## src/rtl/tr_pkg.sv

```systemverilog
// Shared definitions for the T/R front-end sequencer: state encoding, default
// guard times and TR polarity.
package tr_pkg;

    typedef enum logic [2:0] {
        StIdleRx = 3'd0,
        StLnaOff = 3'd1,
        StSwTx   = 3'd2,
        StTxOn   = 3'd3,
        StPaOff  = 3'd4,
        StSwRx   = 3'd5
    } tr_state_e;

    localparam int unsigned TLnaOffDef   = 4;
    localparam int unsigned TSwSettleDef = 8;
    localparam int unsigned TPaOffDef    = 4;
    localparam int unsigned TTxMaxDef    = 50000;

    localparam logic TR_TX_LEVEL = 1'b0;

    // A zero-length guard still costs one cycle.
    function automatic int unsigned guard_cycles(int unsigned n);
        return (n == 0) ? 1 : n;
    endfunction

endpackage

```

## src/rtl/tr_sequencer_guard_timer.sv

```systemverilog
// Loadable guard down-counter: load_i loads n_i-1 (n_i of 0 acts as 1), then
// counts down to zero and holds; done_o is high while the count is zero.
module tr_guard_timer
    import tr_pkg::*;
#(
    parameter int unsigned CNT_W = 16,
    parameter int unsigned RST_N = 1
) (
    input  logic             clk,
    input  logic             rst,
    input  logic             load_i,
    input  logic [CNT_W-1:0] n_i,
    output logic             done_o
);

    localparam logic [CNT_W-1:0] RstCnt = CNT_W'(guard_cycles(RST_N) - 1);

    logic [CNT_W-1:0] cnt_q, cnt_d;

    always_comb begin
        cnt_d = cnt_q;
        if (load_i) begin
            cnt_d = (n_i == '0) ? '0 : n_i - CNT_W'(1);
        end else if (cnt_q != '0) begin
            cnt_d = cnt_q - CNT_W'(1);
        end
    end

    always_ff @(posedge clk or posedge rst) begin
        if (rst) begin
            cnt_q <= RstCnt;
        end else begin
            cnt_q <= cnt_d;
        end
    end

    assign done_o = (cnt_q == '0);

endmodule

```

## src/rtl/tr_sequencer.sv

```systemverilog
// Break-before-make sequencer for the T/R switch, PA and LNA driven by the filtered TR level.
// Optional TX watchdog enabled by defining TR_TIMEOUT_EN.
module tr_sequencer
    import tr_pkg::*;
#(
    parameter int unsigned CNT_W       = 16,
    parameter int unsigned T_LNA_OFF   = TLnaOffDef,
    parameter int unsigned T_SW_SETTLE = TSwSettleDef,
    parameter int unsigned T_PA_OFF    = TPaOffDef,
    parameter int unsigned T_TX_MAX    = TTxMaxDef
) (
    input  logic        clk,
    input  logic        rst,
    input  logic        tr,
    input  logic [1:0]  tr_edge,
    output logic        pa_en,
    output logic        sw_tx,
    output logic        lna_en,
    output logic        busy,
    output logic [2:0]  state_o,
    output logic [15:0] tx_cnt,
    output logic        tx_fault
);

    tr_state_e        state_q, state_d;
    logic             timer_load, timer_done;
    logic [CNT_W-1:0] timer_n;
    logic             tx_req, tx_inc;
    logic             pa_en_d, sw_tx_d, lna_en_d;

    assign tx_req = (tr == TR_TX_LEVEL);

`ifdef TR_TIMEOUT_EN
    logic timeout, fault_q, fault_d;

    // A fresh timeout wins over a same-cycle end-of-transmit edge.
    always_comb begin
        fault_d = fault_q;
        if (timeout) begin
            fault_d = 1'b1;
        end else if (tr_edge == 2'b01) begin
            fault_d = 1'b0;
        end
    end

    always_ff @(posedge clk or posedge rst) begin
        if (rst) begin
            fault_q <= 1'b0;
        end else begin
            fault_q <= fault_d;
        end
    end

    assign tx_fault = fault_q;
`else
    logic unused_cfg;
    assign unused_cfg = ^{tr_edge, CNT_W'(T_TX_MAX)};
    assign tx_fault   = 1'b0;
`endif

    always_comb begin
        state_d = state_q;
        tx_inc  = 1'b0;
`ifdef TR_TIMEOUT_EN
        timeout = 1'b0;
`endif
        case (state_q)
            StIdleRx: if (tx_req && !tx_fault) state_d = StLnaOff;
            StLnaOff: begin
                if (!tx_req)         state_d = StSwRx;
                else if (timer_done) state_d = StSwTx;
            end
            StSwTx: begin
                if (!tx_req)         state_d = StSwRx;
                else if (timer_done) state_d = StTxOn;
            end
            StTxOn: begin
                if (!tx_req) begin
                    state_d = StPaOff;
                    tx_inc  = 1'b1;
                end
`ifdef TR_TIMEOUT_EN
                else if (timer_done) begin
                    state_d = StPaOff;
                    timeout = 1'b1;
                end
`endif
            end
            StPaOff:  if (timer_done) state_d = StSwRx;
            StSwRx:   if (timer_done) state_d = StIdleRx;
            default:  state_d = StPaOff;
        endcase
    end

    // Reload the guard timer on every state entry with that state's duration.
    always_comb begin
        timer_load = (state_d != state_q);
        case (state_d)
            StLnaOff:        timer_n = CNT_W'(T_LNA_OFF);
            StSwTx, StSwRx:  timer_n = CNT_W'(T_SW_SETTLE);
            StPaOff:         timer_n = CNT_W'(T_PA_OFF);
`ifdef TR_TIMEOUT_EN
            StTxOn:          timer_n = CNT_W'(T_TX_MAX);
`endif
            default:         timer_n = CNT_W'(1);
        endcase
    end

    always_comb begin
        pa_en_d  = 1'b0;
        sw_tx_d  = 1'b0;
        lna_en_d = 1'b0;
        case (state_d)
            StIdleRx:        lna_en_d = 1'b1;
            StSwTx, StPaOff: sw_tx_d  = 1'b1;
            StTxOn: begin
                pa_en_d = 1'b1;
                sw_tx_d = 1'b1;
            end
            default: ;
        endcase
    end

    always_ff @(posedge clk or posedge rst) begin
        if (rst) begin
            state_q <= StSwRx;
            pa_en   <= 1'b0;
            sw_tx   <= 1'b0;
            lna_en  <= 1'b0;
            busy    <= 1'b1;
            tx_cnt  <= '0;
        end else begin
            state_q <= state_d;
            pa_en   <= pa_en_d;
            sw_tx   <= sw_tx_d;
            lna_en  <= lna_en_d;
            busy    <= (state_d != StIdleRx);
            if (tx_inc) tx_cnt <= tx_cnt + 16'd1;
        end
    end

    assign state_o = state_q;

    tr_guard_timer #(
        .CNT_W (CNT_W),
        .RST_N (T_SW_SETTLE)
    ) u_guard_timer (
        .clk    (clk),
        .rst    (rst),
        .load_i (timer_load),
        .n_i    (timer_n),
        .done_o (timer_done)
    );

endmodule

```

## config.mk

```make
export PLATFORM = sky130hd
export DESIGN_NAME = tr_sequencer
export DESIGN_NICKNAME = d
export VERILOG_FILES = /design/src/rtl/tr_pkg.sv /design/src/rtl/tr_sequencer_guard_timer.sv /design/src/rtl/tr_sequencer.sv
export SDC_FILE = /design/constraint.sdc
export NUM_CORES = 1
export LEC_CHECK = 0
export CORE_MARGIN = 5
export CORE_UTILIZATION = 58
export CTS_CLUSTER_DIAMETER = 80
export DETAILED_ROUTE_END_ITERATION = 16
export PLACE_DENSITY = 0.95
export SETUP_SLACK_MARGIN = 0.3
export SKIP_LAST_GASP = 1
export SLEW_MARGIN = 20
export SYNTH_ARGS = -nofsm -noshare
export SYNTH_HDL_FRONTEND = slang
export SYNTH_SLANG_ARGS = --single-unit
```

## constraint.sdc

```tcl
create_clock -name clk -period 3.51 [get_ports clk]
set_input_delay 0.351 -clock clk [delete_from_list [all_inputs] [get_ports clk]]
set_output_delay 0.351 -clock clk [all_outputs]
set_load 0.005 [all_outputs]
```

Yosys cells after proc, flatten, opt, wreduce, memory -nomap -nowiden

Cells that the tools add are included.

Register bits after elaboration: 39
Input port bits: 5
Output and inout bits: 24

Add/sub/neg operators: 3
Equality and inequality tests: 11
Multiplexer cells: 18
Reductions and logical operators: 10

Operators with widths:

| operator                                            | number |
|---|---|
| 2-to-1 mux 16 bit                                   | 3 |
| logical NOT 16 bit                                  | 2 |
| 2-to-1 mux 3 bit                                    | 8 |
| case mux 3 bit (6 select lines)                     | 1 |
| adder 16 x 1 -> 16 bit, second input constant       | 1 |
| nonzero test 16 bit                                 | 1 |
| subtractor 16 x 1 -> 16 bit, second input constant  | 1 |
| equality test 3 x 2 -> 1 bit, second input constant | 4 |
| equality test 3 bit, second input constant          | 4 |
| case mux 4 bit (2 select lines)                     | 1 |
| equality test 3 x 1 -> 1 bit, second input constant | 2 |
| logical NOT 3 bit                                   | 2 |
| 2-to-1 mux 1 bit                                    | 5 |
| subtractor 4 x 1 -> 5 bit, second input constant    | 1 |
| OR reduction 2 bit                                  | 2 |
| inequality test 3 bit                               | 1 |
| nonzero test 3 bit                                  | 1 |
| OR reduction 3 bit                                  | 1 |
| nonzero test 2 bit                                  | 1 |

Logic depth before layout (Yosys ltp)

Gate-level depths: netlist (run 1).

Depth in word-level cells: 10
Mapped depth: 9

Modules after synthesis

Synthesis (run 1) repeated with hierarchy kept, for this count alone.

Cells, all modules: 253
Area, all modules: 2,417.3 sq um

Modules (own cells, without submodules):

| module         | instances | cells each | area an instance (sq um) | seq. area each (sq um) |
|---|---|---|---|---|
| tr_guard_timer | 1         | 138        | 1,253.7                  | 404.1 |
| tr_sequencer   | 1         | 115        | 1,163.6                  | 579.3 |

Least setup slack after synthesis (run 1)

OpenSTA, ideal clock, no wires.

Path kind: reg-to-reg
From: register u_guard_timer.cnt_q[0]
To: register u_guard_timer.cnt_q[9]
Setup time: 0.119 ns
Arrival time: 1.800 ns
Setup slack: 1.591 ns
Cell stages (with the launch flop): 10
Buffers on the path: 2
Path through: dfstp_2 inv_1 ha_1 nor4b_4 and4_1 buf_2 buf_4 nor3_1 xnor2_1 nor2_2

Cells in the longest elaborated chain, start to end: 10
Elaborated cells between the ends (all ways): 24

Ends and longest elaborated chain:

| what                                                                   | line                                   | text |
|---|---|---|
| start: declaration                                                     | tr_sequencer_guard_timer.sv:18         | `logic [CNT_W-1:0] cnt_q, cnt_d;` |
| start signal: assignment                                               | tr_sequencer_guard_timer.sv:31         | `cnt_q <= RstCnt;` |
| start signal: assignment                                               | tr_sequencer_guard_timer.sv:33         | `cnt_q <= cnt_d;` |
| logical NOT 16 bit                                                     | tr_sequencer_guard_timer.sv:37         | `assign done_o = (cnt_q == '0);` |
| 2-to-1 mux 3 bit (on tied branches)                                    | tr_sequencer.sv:75, tr_sequencer.sv:71 |  |
| 2-to-1 mux 3 bit (on tied branches)                                    | tr_sequencer.sv:74, tr_sequencer.sv:70 |  |
| case mux 3 bit (6 select lines)                                        | tr_sequencer.sv:67                     | `case (state_q)` |
| equality test 3 bit, or another cell as far along                      | tr_sequencer.sv:98                     | `case (state_d)` |
| OR reduction 2 bit (on tied branches)                                  | n/a                                    |  |
| case mux 4 bit (2 select lines)                                        | tr_sequencer.sv:98                     |  |
| subtractor 4 x 1 -> 5 bit / logical NOT 16 bit (equally long branches) | tr_sequencer_guard_timer.sv:23         | `cnt_d = (n_i == '0) ? '0 : n_i - CNT_W'(1);` |
| 2-to-1 mux 16 bit                                                      | tr_sequencer_guard_timer.sv:23         |  |
| 2-to-1 mux 16 bit                                                      | tr_sequencer_guard_timer.sv:22         | `if (load_i) begin` |

Several ways; a longest one is shown, not always the timed one. The select of a mux whose other input is x is not followed.
A chain may end at the register's enable or synchronous reset.

Final worst setup path (run 1)

From: register u_guard_timer.cnt_q[0]
To: register u_guard_timer.cnt_q[12]

The elaborated chain is that of the path after synthesis.

==> results of run 1 <==
==> logic make-up after synthesis <==
kind of cell	Yosys count	synth area share [%]
adders and majority gates	3	1.77
other	1	0.176
buffers and inverters	19	4.30
AOI/OAI and AO/OA	26	8.36
muxes	1	0.530
DFF	39	46.3
and+or+nand+nor	95	26.7
xor gates and xnor gates	29	11.9
==> placed cells by master (no fill, tap or decap), types with 2 or more instances in the layout <==
| cell type | n |
|---|---|
| bufinv_16 | 2 |
| nor2_1 | 19 |
| a22o_1 | 2 |
| nor4_1 | 5 |
| nand4_1 | 4 |
| or4_1 | 2 |
| inv_1 | 7 |
| and4_1 | 2 |
| nor2_2 | 10 |
| dfstp_2 | 6 |
| nand2b_1 | 4 |
| clkdlybuf4s50_1 | 25 |
| nor4_2 | 2 |
| a21oi_1 | 7 |
| nor3_2 | 3 |
| a31oi_1 | 2 |
| ha_1 | 3 |
| nor2b_1 | 2 |
| clkbuf_8 | 5 |
| xnor2_1 | 22 |
| nor3_1 | 7 |
| dfrtp_1 | 33 |
| o21ai_0 | 5 |
| and3_1 | 2 |
| nand3_1 | 10 |
| or3_1 | 5 |
| nand2_1 | 12 |
| a2111oi_0 | 3 |
| xor2_1 | 7 |
==> final timing paths <==
check,depth (start not counted),startpoint,end
worst max-delay path,7,u_guard_timer.cnt_q[0]$_DFFE_PP1P_,u_guard_timer.cnt_q[12]$_DFFE_PP0P_
worst min-delay path,1,tx_cnt[15]$_DFFE_PP0P_,tx_cnt[15]$_DFFE_PP0P_
worst max register to register,7,u_guard_timer.cnt_q[0]$_DFFE_PP1P_,u_guard_timer.cnt_q[12]$_DFFE_PP0P_
worst min register to register,1,tx_cnt[15]$_DFFE_PP0P_,tx_cnt[15]$_DFFE_PP0P_
max in group asynchronous,3,rst,u_guard_timer.cnt_q[1]$_DFFE_PP1P_
min in group asynchronous,2,rst,tx_cnt[7]$_DFFE_PP0P_
==> synth_stat cells (all sizes together), types with 2 or more instances <==
| cell type | count |
|---|---|
| dfrtp | 33 |
| nor2 | 29 |
| xnor2 | 22 |
| nand2 | 12 |
| nor3 | 11 |
| nand3 | 10 |
| a21oi | 7 |
| buf | 7 |
| inv | 7 |
| nor4 | 7 |
| xor2 | 7 |
| dfstp | 6 |
| clkbuf | 5 |
| nand4 | 5 |
| o21ai | 5 |
| or3 | 5 |
| nand2b | 4 |
| a2111oi | 3 |
| ha | 3 |
| a22o | 2 |
| a31oi | 2 |
| and3 | 2 |
| and4 | 2 |
| nor2b | 2 |
| or4 | 2 |
==> power groups by stage <==
stage	sequential, uW	clock [uW]	combinational (uW)
6_report	716	437	416
5_1_grt	730	465	462
2_1_floorplan	666	0	352
4_1_cts	709	449	417
3_3_place_gp	707	0	387
3_5_place_dp	715	0	411
==> flip-flops by register name (all words and copies together) (netlist names) <==
| signal | cells |
|---|---|
| pa_en | 1 |
| sw_tx | 1 |
| tx_cnt | 16 |
| u_guard_timer.cnt_q | 16 |
| state_o | 3 |
| lna_en | 1 |
| busy | 1 |
==> stage by stage <==
| stage | cells | area, um^2 | total power, uW |
|---|---|---|---|
| after floorplan | 213 | 2130 | 1020 |
| after global placement | 275 | 2380 | 1090 |
| after detailed placement | 275 | 2380 | 1130 |
| after CTS | 283 | 2510 | 1570 |
| after global routing | 283 | 2510 | 1660 |
| final | 283 | 2510 | 1570 |
==> per-layer routing <==
| layer | vias to the layer above | GRT usage, % | wire length (um) |
|---|---|---|---|
| met1 | 793 | 24.4 | 1770 |
| met5 | - | 0 | 0 |
| met2 | 86 | 28.2 | 1990 |
| met3 | 13 | 4.69 | 357 |
| met4 | 0 | 9.60 | 97 |
| li1 | 784 | - | - |
==> final cells by class <==
| class | count | area [um^2] |
|---|---|---|
| Clock inverter | 2 | 60.1 |
| Inverter | 7 | 26.3 |
| Clock buffer | 6 | 72.6 |
| Sequential cell | 39 | 983 |
| Tap cell | 48 | 60.1 |
| Fill cell | 255 | 1090 |
| Multi-Input combinational cell | 155 | 1050 |
| Timing Repair Buffer | 26 | 258 |
==> flow_results.org, run 1 <==
** GRT
- Antenna violations before repair :: 0
- The first global-routing pass estimated between 7000 and 8000 um of wire.
- For this run the aggregate overflow at the end of global routing stands at 0.
- For this run, the total global-route usage over all layers was measured as 18.5%.
- The number of global-route vias before repair came to 1683.
- Largest net degree at the start of global routing :: 22

** CTS
- TritonCTS clock tree :: yes
- Post-CTS Hold Fix Bufs :: 0
- Clock transition at the registers of the reported paths :: around 70 ps
- Latest clock arrival within the worst-skew pair :: approximately 290 ps
- The number of gates resized after CTS was 0.
- CTS Buf Count :: 5
- Buffer depth of the longest clock path :: 2
- In this run the clock root is driven by a clkbuf_8.
- In this run the number of H-tree levels came out at 2.
- Clk sinks :: 39
- Buffers added to address setup during post-CTS repair amount to 0.

** Synthesis
- Count of warnings emitted by yosys :: 0
- Yosys top cell by area :: dfrtp_1
- Share of the yosys chip area belonging to registers :: 46.3%
- For this run, asynchronously set or reset flops after synthesis account for 100%.
- Distinct cell type count of the synthesized netlist :: 45
- Avg Synthesized Cell Area :: 9.98 um^2
- Cell count after synthesis :: 213
- Largest cells by area after synthesis :: dfrtp_1 39%, xnor2_1 9.1%, dfstp_2 7.4%, nor2_1 3.4%, nor2_2 2.9%
- Count of flip-flops with a built-in enable after synthesis :: 0
- Portion of synthesized cell area occupied by the leading cell type :: roughly two fifths
- Net Count, Synth :: 221
- In this run the cell area of the synthesized design comes to about 2100 um^2.
- Among all flip-flop cells after synthesis, the most frequent one is dfrtp_1.
- Synthesis inferred 39 register bits.

** Timing
- Total of endpoints with negative setup slack in the final report :: 0
- RSZ-0062 raised after global routing :: false
- Based on the critical path, the design can be clocked at up to 370 MHz.
- Max-slew violation count :: 0
- After layout, the minimum clock period comes to 2700 ps.
- Setup total negative slack on the finished layout was measured at 0 ps.
- Hold Fails Final Rpt :: 0
- In the post-route analysis, the smallest setup slack over all paths is 808 ps.
- Worst slew margin :: between 40% and 50%
- Fraction of the cycle the final worst path needs :: between 70% and 80%
- Post-route clock skew :: 4.81 ps
- For the pin with the worst max-slew slack, the measured transition is slightly below 800 ps.
- On the final layout, the worst hold slack is between 400 and 500 ps.

** Routing
- Number of DRC markers in iteration 0 :: 162
- Average routed wire per standard cell :: between 10 and 15 um
- Number of design rule violations left after detail routing :: 0
- Wires add up to 4210 um.
- Number of antenna-violating nets in the routed design :: 0
- The first TritonRoute pass finished after 4 iterations.
- Vias per cell :: 5.92
- The detailed router placed 1676 vias in this run.

** Worst setup path
- Startpoint-to-endpoint class of the critical path :: reg2reg
- Together, buffers and inverters on the worst path number 1.
- Minimum setup slack among reg-to-reg paths :: between 800 and 900 ps
- Crit path max-delay family :: simple AND/OR/NAND/NOR gates
- STA puts the critical path data required time at 3660 ps.
- The slowest stage of the critical path belongs to the cell and4_1.
- Along the worst path, the maximum fanout reaches 20.
- The largest single stage delay on the critical path is 690 ps.
- Capturing element type of the critical path :: register
- Data arrival time of the critical path :: 2850 ps
- The critical path goes through inv_1, ha_1, nor4b_4, and4_1, a21oi_1, nor3_4, nor2_1.
- The worst setup path is launched from a register.

** Floorplan
- Count of boundary I/O pins :: 29
- The die covers 4980 um^2.
- Effective utilization at floorplan :: 59.0%
- Measured along the x axis, the die boundary spans 70.5 um.
- After floorplanning, the core was divided into 22 placement rows.
- The core region is 3610 um^2.
- Vertical extent of the die :: approximately 71 um

** Pwr
- Switching power :: 516 uW
- Highest ir drop seen on vdd :: 400 uV
- Combinational logic is responsible for 26.6% of the overall power.
- Sequential share of power :: between 40 and 50%
- The share of total power dissipated in the clock network is 27.8%.
- Power Dens Cells :: 625 nW/um^2
- Cell Int Power :: 1050 uW
- Net switching is 32.9% of the power.
- For this design the static power due to leakage is 0.00105 uW.

** Cells and area
- Final net count :: 242
- Of the cells placed in the final design, the portion with a size suffix greater than 1 is 14.0%.
- Core utilization of the finished layout :: 69.6%
- From synthesis to final layout, the design area changed by 18.1%.
- Number of antenna diodes :: 0

** Placement
- Number of port buffers :: 25
- Pre-CTS setup slack :: 823 ps
- At the end of routability-driven placement, the weighted congestion stood at 0.918.
- DPL Wire Length :: 2960 um

** Job
- Max capacitance violation total :: 0

** Hold path
- Class of the tightest hold or removal check :: reg2reg

** Run status
- The run finished with clean final reports.
Note: power is estimated with default switching activity, not from simulation.
==> inputs of run 2 (changes only) <==
CORE_UTILIZATION = 54   (was 58)
PLACE_DENSITY = 0.9   (was 0.95)
clock period = 2.66 ns   (was 3.51 ns; I/O delays follow)
==> flow_results.org, run 2 (synthesis gave the netlist of run 1 again) <==
** Timing
- Hold Fails Final Rpt :: 0
- Setup violations remaining at the end of the flow were counted as 0.
- Post-route clock skew :: approximately 7.6 ps
- Derived from the worst setup path, the maximum achievable clock frequency is approximately 450 MHz.
- Final worst path period need :: 2230 ps
- The worst pin sits at a relative slew slack of 67.2%.
- RSZ-0062 raised after global routing :: true
- Max-slew violation count :: 0
- Hold timing on the final database bottoms out at a slack of 392 ps.
- Of the available clock period, the critical path in the final layout requires 83.9%.
- In the final timing run, aggregate negative setup slack is 0 ps.
- Worst-margin pin slew :: between 400 and 500 ps

** Placement
- The congestion estimate from routability-driven global placement came to 0.902.
- Number of port buffers :: 25
- The number of placed instances, taps included, is 279.
- DPL Wire Length :: 3110 um

** Worst setup path
- The critical path in this run is classified as reg2reg.
- Counting both buffers and inverters, the worst setup path holds a total of 2.
- Worst reg2reg path endpoint :: u_guard_timer.cnt_q[13]$_DFFE_PP0P_
- The largest single stage delay on the critical path is around 400 ps.
- Crit path cell chain :: inv_1, ha_1, nor4b_4, nand4_2, o211a_1, nor3_4, buf_4, nor2_1
- Among cell families on the critical path, the largest total delay comes from simple AND/OR/NAND/NOR gates.
- STA classifies the critical path endpoint as a register.
- Data arrival time of the critical path :: 2400 ps
- Across all register-to-register paths, the minimum setup slack is around 430 ps.
- FF-to-FF path depth :: 8
- Critical path depth in cells :: 8
- For the worst setup path, the data required time is 2830 ps.
- The slowest stage of the critical path belongs to the cell dfstp_2.
- Startpoint type of the worst setup path :: register
- Crit-path max FO :: 13
- Crit Reg-Reg Startpoint :: u_guard_timer.cnt_q[0]$_DFFE_PP1P_

** Hold path
- The worst hold path belongs to the class in2async.

** Cells and area
- Most frequent cells in the layout :: 33 x dfrtp_1, 25 x clkdlybuf4s50_1, 22 x xnor2_1, 19 x nor2_1, 12 x nand2_1
- For this run, the number of standard cells in the final layout without fillers is 287.
- Commonest non-fill, non-tap cell in the layout :: dfrtp_1
- 0 antenna diodes ended up in the layout.
- Share of final-layout standard cells stronger than drive strength 1 :: 16.3%
- Final net count :: between 200 and 250
- Area growth, synth to finish :: 19.9%

** CTS
- The H-tree generated during clock tree synthesis spans 2 levels.
- CTS Root Cell :: clkbuf_8
- For the worst-skew pair, the clock arrives at the later sink with an insertion delay of 290 ps.
- The clock passes through at most 2 buffers.
- Number of cells upsized or downsized after cts :: 1
- Counting the buffers created by CTS gives 5.
- Setup Buffers After CTS :: 0
- Clock transition at the registers of the reported paths :: 80 ps
- The number of hold buffers added after CTS was 0.
- TritonCTS built the clock tree.
- Clk sinks :: 39

** Pwr
- In this run the power spent charging and discharging nets is roughly 690 uW.
- The clock network is responsible for 27.9% of the overall power.
- Tot Pwr :: 2080 uW
- Power Dens Cells :: 815 nW/um^2
- Of the total power, combinational logic draws 26.5%.
- Sw Share :: approximately a third
- Leakage dissipation :: about 0.0011 uW
- Cell Int Power :: 1390 uW
- Sequential share of power :: 45.6%
- Highest ir drop seen on vdd :: 598 uV

** Routing
- Number of detailed-routing iterations run before antenna repair :: 4
- Average routed wire per standard cell :: 15.2 um
- Number of DRC markers in iteration 0 :: 91
- Wires add up to 4380 um.
- Dividing the detail-routed via count by the number of cells gives 5.97.
- Once detail routing completed, the nets flagged for antenna violations numbered 0.
- Across all layers, the routed design uses around 1.7k vias.
- Number of design rule violations left after detail routing :: 0

** GRT
- All-Layer GR Usage :: 18.6%
- The number of global-route vias before repair is approximately 1.7k.
- The first global-routing pass estimated 7620 um of wire.
- The number of antenna violations at the first check in global routing was 0.
- GRT met1 Usage :: a little under a quarter
- Gr busiest metal :: met2
- Largest net degree at the start of global routing :: 40
- Global routing consumed, on the met3 layer, 5.65% of the routing resources.
- Aggregate global routing overflow :: 0
- Met2 layer usage reported by global route :: 29.8%

** Job
- Across the run, the number of max-cap violations was 0.

** Floorplan
- The total area inside the core boundary comes to 3740 um^2.
- Count of boundary I/O pins :: 29
- Vertical extent of the die :: 72.7 um
- The floorplan step defined a die boundary enclosing around 5300 um^2.
- The die is 72.7 um wide.
- Once the floorplan was initialized, standard cells occupied 56.8% of the core.
- Row generation in the floorplan step produced 22 rows.

** Run status
- The run finished with clean final reports.
[run 2: cell types whose count changed in the layout (fill, tap and decap cells not counted), sizes merged]
cell  delta
buf      +4
[run 2: area by class of cell]
type / instances / area, um^2
tap: 48 / 60.1
clock buffer: 6 / 72.6
timing repair buffer: 30 / 288
fill: 304 / 1190
sequential: 39 / 983
multi-input combinational: 155 / 1060
clock inverter: 2 / 60.1
inverter: 7 / 26.3
[run 2: worst register-to-register path, cell delays in order, from the launching register on]
cell and delay, ps:
dfstp_2 400, inv_1 110, ha_1 170, nor4b_4 330, nand4_2 270, o211a_1 320
nor3_4 190, buf_4 250, nor2_1 80
[run 2: routing by layer]
| metal | vias to the layer above | routed length [um] | share of wire, % |
|---|---|---|---|
| li1 | 794 | - | - |
| met1 | 831 | 1780 | 41 |
| met2 | 76 | 2140 | 49 |
| met3 | 11 | 378 | 8.6 |
| met4 | 0 | 75 | 1.7 |
| met5 | - | 0 | 0 |
[run 2: power by group through the flow]
stage / clock [uW] / combinational (uW) / sequential, uW
floorplan: 0 / 464 / 879
global placement: 0 / 513 / 935
detailed placement: 0 / 545 / 945
CTS: 590 / 551 / 940
global route: 623 / 622 / 965
finish: 580 / 551 / 947
[run 2: worst max path at each step]
stage                                  startpoint                             endpoint  slack, ps
3_3_place_gp   u_guard_timer.cnt_q[0]$_DFFE_PP1P_   u_guard_timer.cnt_q[2]$_DFFE_PP1P_        370
4_1_cts        u_guard_timer.cnt_q[0]$_DFFE_PP1P_   u_guard_timer.cnt_q[2]$_DFFE_PP1P_        360
5_1_grt        u_guard_timer.cnt_q[0]$_DFFE_PP1P_  u_guard_timer.cnt_q[13]$_DFFE_PP0P_        260
2_1_floorplan  u_guard_timer.cnt_q[0]$_DFFE_PP1P_   u_guard_timer.cnt_q[9]$_DFFE_PP0P_        740
6_report       u_guard_timer.cnt_q[0]$_DFFE_PP1P_  u_guard_timer.cnt_q[13]$_DFFE_PP0P_        430
3_5_place_dp   u_guard_timer.cnt_q[0]$_DFFE_PP1P_   u_guard_timer.cnt_q[2]$_DFFE_PP1P_        230
[run 2: per-stage QoR]
stage / worst slack, ps / cell area, um^2 / util [%]
after floorplan: 741 / 2130 / -
after global placement: 368 / 2410 / 64.3
after detailed placement: 227 / 2410 / 64.3
after CTS: 358 / 2540 / 67.9
after global routing: 263 / 2550 / 68.1
final: 430 / 2550 / 68.1
==> inputs of run 3 (changes only) <==
clock period = 2.2 ns   (was 2.66 ns; I/O delays follow)
==> flow_results.org, run 3 (synthesis gave the netlist of run 1 again) <==
** Cells and area
- Layout filler cell count :: around 240
- Leaving out fill and tap cells, the most frequent cells in the layout are 33 x dfrtp_1, 25 x clkdlybuf4s50_1, 20 x xnor2_1, 18 x nor2_1, 13 x buf_4.
- The repair_antennas step left the layout with diodes totalling 0.
- Area growth, synth to finish :: 33.9%
- Cells with a size suffix above 1 make up 27.7% of the layout.
- The library cell used most frequently in the layout, excluding fill and tap cells, is dfrtp_1.
- Final net count :: 260

** Pwr
- For this design the ratio of total power to cell area is 1010 nW/um^2.
- Tot Pwr :: 2870 uW
- Leakage dissipation :: 0.00117 uW
- Highest ir drop seen on vdd :: 741 uV

** Routing
- In the routed layout, each cell is associated on average with a via count of 6.04.
- Overall routed net length :: ~5300 um
- Number of detailed-routing iterations run before antenna repair :: 4
- Number of DRC markers in iteration 0 :: 154
- Number of design rule violations left after detail routing :: 0
- Dividing the detail-routed wire length by the instance count gives 17.5 um.
- Across all layers, the routed design uses 1817 vias.
- The count of nets left with antenna violations once routing finished came out at 0.

** GRT
- Wire length of the first global-routing pass :: 8450 um
- Global routing consumed, over all layers together, between 20% and 30% of the routing resources.
- Largest net degree at the start of global routing :: 40
- The number of antenna violations at the first check in global routing came to 0.
- Aggregate global routing overflow :: 0
- The number of global-route vias before repair is 1783.

** Worst setup path
- The number of cells on the worst reg-to-reg path is 9.
- At the worst endpoint, the required time is 2380 ps.
- The worst setup path is captured at a register.
- Data arrives at the worst endpoint at 2170 ps.
- The critical path is of the reg2reg type.
- Crit Reg-Reg Startpoint :: u_guard_timer.cnt_q[0]$_DFFE_PP1P_
- Startpoint type of the worst setup path :: register
- Crit-path max FO :: 6
- Worst reg2reg path endpoint :: u_guard_timer.cnt_q[6]$_DFFE_PP0P_
- Minimum setup slack among reg-to-reg paths :: 210 ps
- In this run the worst setup path begins at u_guard_timer.cnt_q[0]$_DFFE_PP1P_.

** Timing
- In the final timing run, aggregate negative setup slack is 0 ps.
- The worst path uses between 90% and 100% of the clock period.
- RSZ-0062 raised after global routing :: true
- Total of endpoints with negative setup slack in the final report :: 0
- Post-route clock skew :: 9.87 ps
- Derived from the worst setup path, the maximum achievable clock frequency is 502 MHz.
- The count of final hold-check violations is 0.
- The number of max-slew violations in the final report came to 0.
- For the finished layout, the period the worst path requires is ~2000 ps.

** Floorplan
- Core area :: 3740 um^2
- The floorplan step defined a die boundary enclosing 5290 um^2.
- After floorplanning, the core was divided into 22 placement rows.
- Horizontal die dimension :: a little over 70 um
- Count of boundary I/O pins :: 29
- The die is 72.7 um tall.
- Effective utilization at floorplan :: 56.8%

** CTS
- CTS saw 39 sinks.
- Clock transition at the registers of the reported paths :: 80 ps
- At the later pin of the worst-skew pair, clock insertion delay measures roughly 300 ps.
- CTS Buf Count :: 5
- CTS Root Cell :: clkbuf_8
- TritonCTS clock tree :: yes
- H-tree lvl count :: 2
- The longest clock path from root to sink contains 2 buffers.

** Job
- Max-cap violations in this run came to 0.

** Placement
- The wire-length estimate of the detail-placed layout is 2990 um.
- In this run the tool buffered the top-level ports with 25 buffer cells.
- RePlAce Congestion :: ~0.86

** Hold path
- Class of the tightest hold or removal check :: in2async

** Run status
- Result of the run :: completed
-- run 3: changes by cell type in the layout (fill, tap and decap cells not counted), sizes merged --
cell / delta
buf: +13
and4: +1
-- run 3: timing repair --
item                                    4_1_cts  5_1_grt
resized for setup                            16       20
endpoints found under the setup margin       19       17
hold buffers                                  0        0
gates cloned                                  1        1
setup buffers                                 6        1
pin swaps                                     6       11
-- run 3: report_power, final --
part	switching [uW]	internal (uW)	leakage (uW)
combinational	504	497	0.000604
clock	267	454	0.0000654
sequential	244	900	0.000500
-- run 3: metal layers --
metal,up-vias,share of wire [%],track usage [%]
li1,827,-,-
met1,883,39,24.6
met2,88,52,35.4
met3,19,6.0,5.65
met4,0,2.5,7.17
met5,-,0,0
-- run 3: area by class of cell --
class / instances / area [um^2] / area share (%)
timing repair buffer: 43 / 429 / 15.1
inverter: 7 / 26.3 / 0.923
sequential: 39 / 983 / 34.5
multi-input combinational: 156 / 1210 / 42.7
tap: 48 / 60.1 / 2.11
clock buffer: 6 / 72.6 / 2.55
clock inverter: 2 / 60.1 / 2.11
-- run 3: worst max path at each step --
stage / cells past startpoint / slack, ps / end
6_report: 9 / 210 / u_guard_timer.cnt_q[6]$_DFFE_PP0P_
5_1_grt: 9 / 150 / u_guard_timer.cnt_q[7]$_DFFE_PP0P_
4_1_cts: 9 / 280 / u_guard_timer.cnt_q[9]$_DFFE_PP0P_
3_5_place_dp: 8 / 90 / u_guard_timer.cnt_q[0]$_DFFE_PP1P_
3_3_place_gp: 7 / 130 / u_guard_timer.cnt_q[2]$_DFFE_PP1P_
2_1_floorplan: 8 / 310 / u_guard_timer.cnt_q[2]$_DFFE_PP1P_
-- run 3: per-stage QoR --
step,hold WS (ps),util (%),instances,setup slack [ps],cell area (um^2)
after floorplan,421,-,213,307,2140
after global placement,462,65.9,284,130,2470
after detailed placement,479,65.9,284,92.9,2470
after CTS,351,72.9,299,283,2730
after global routing,403,76.0,301,146,2850
final,328,76.0,301,209,2850
-- run 3: worst max-delay path, cell delays in order (launching register included) --
cell     delay (ps)
dfstp_2         380
inv_2            50
ha_2            160
nor4b_4         320
and4_4          360
a21oi_4          50
nor3_4          220
buf_6           150
buf_16          130
nor2_4           30
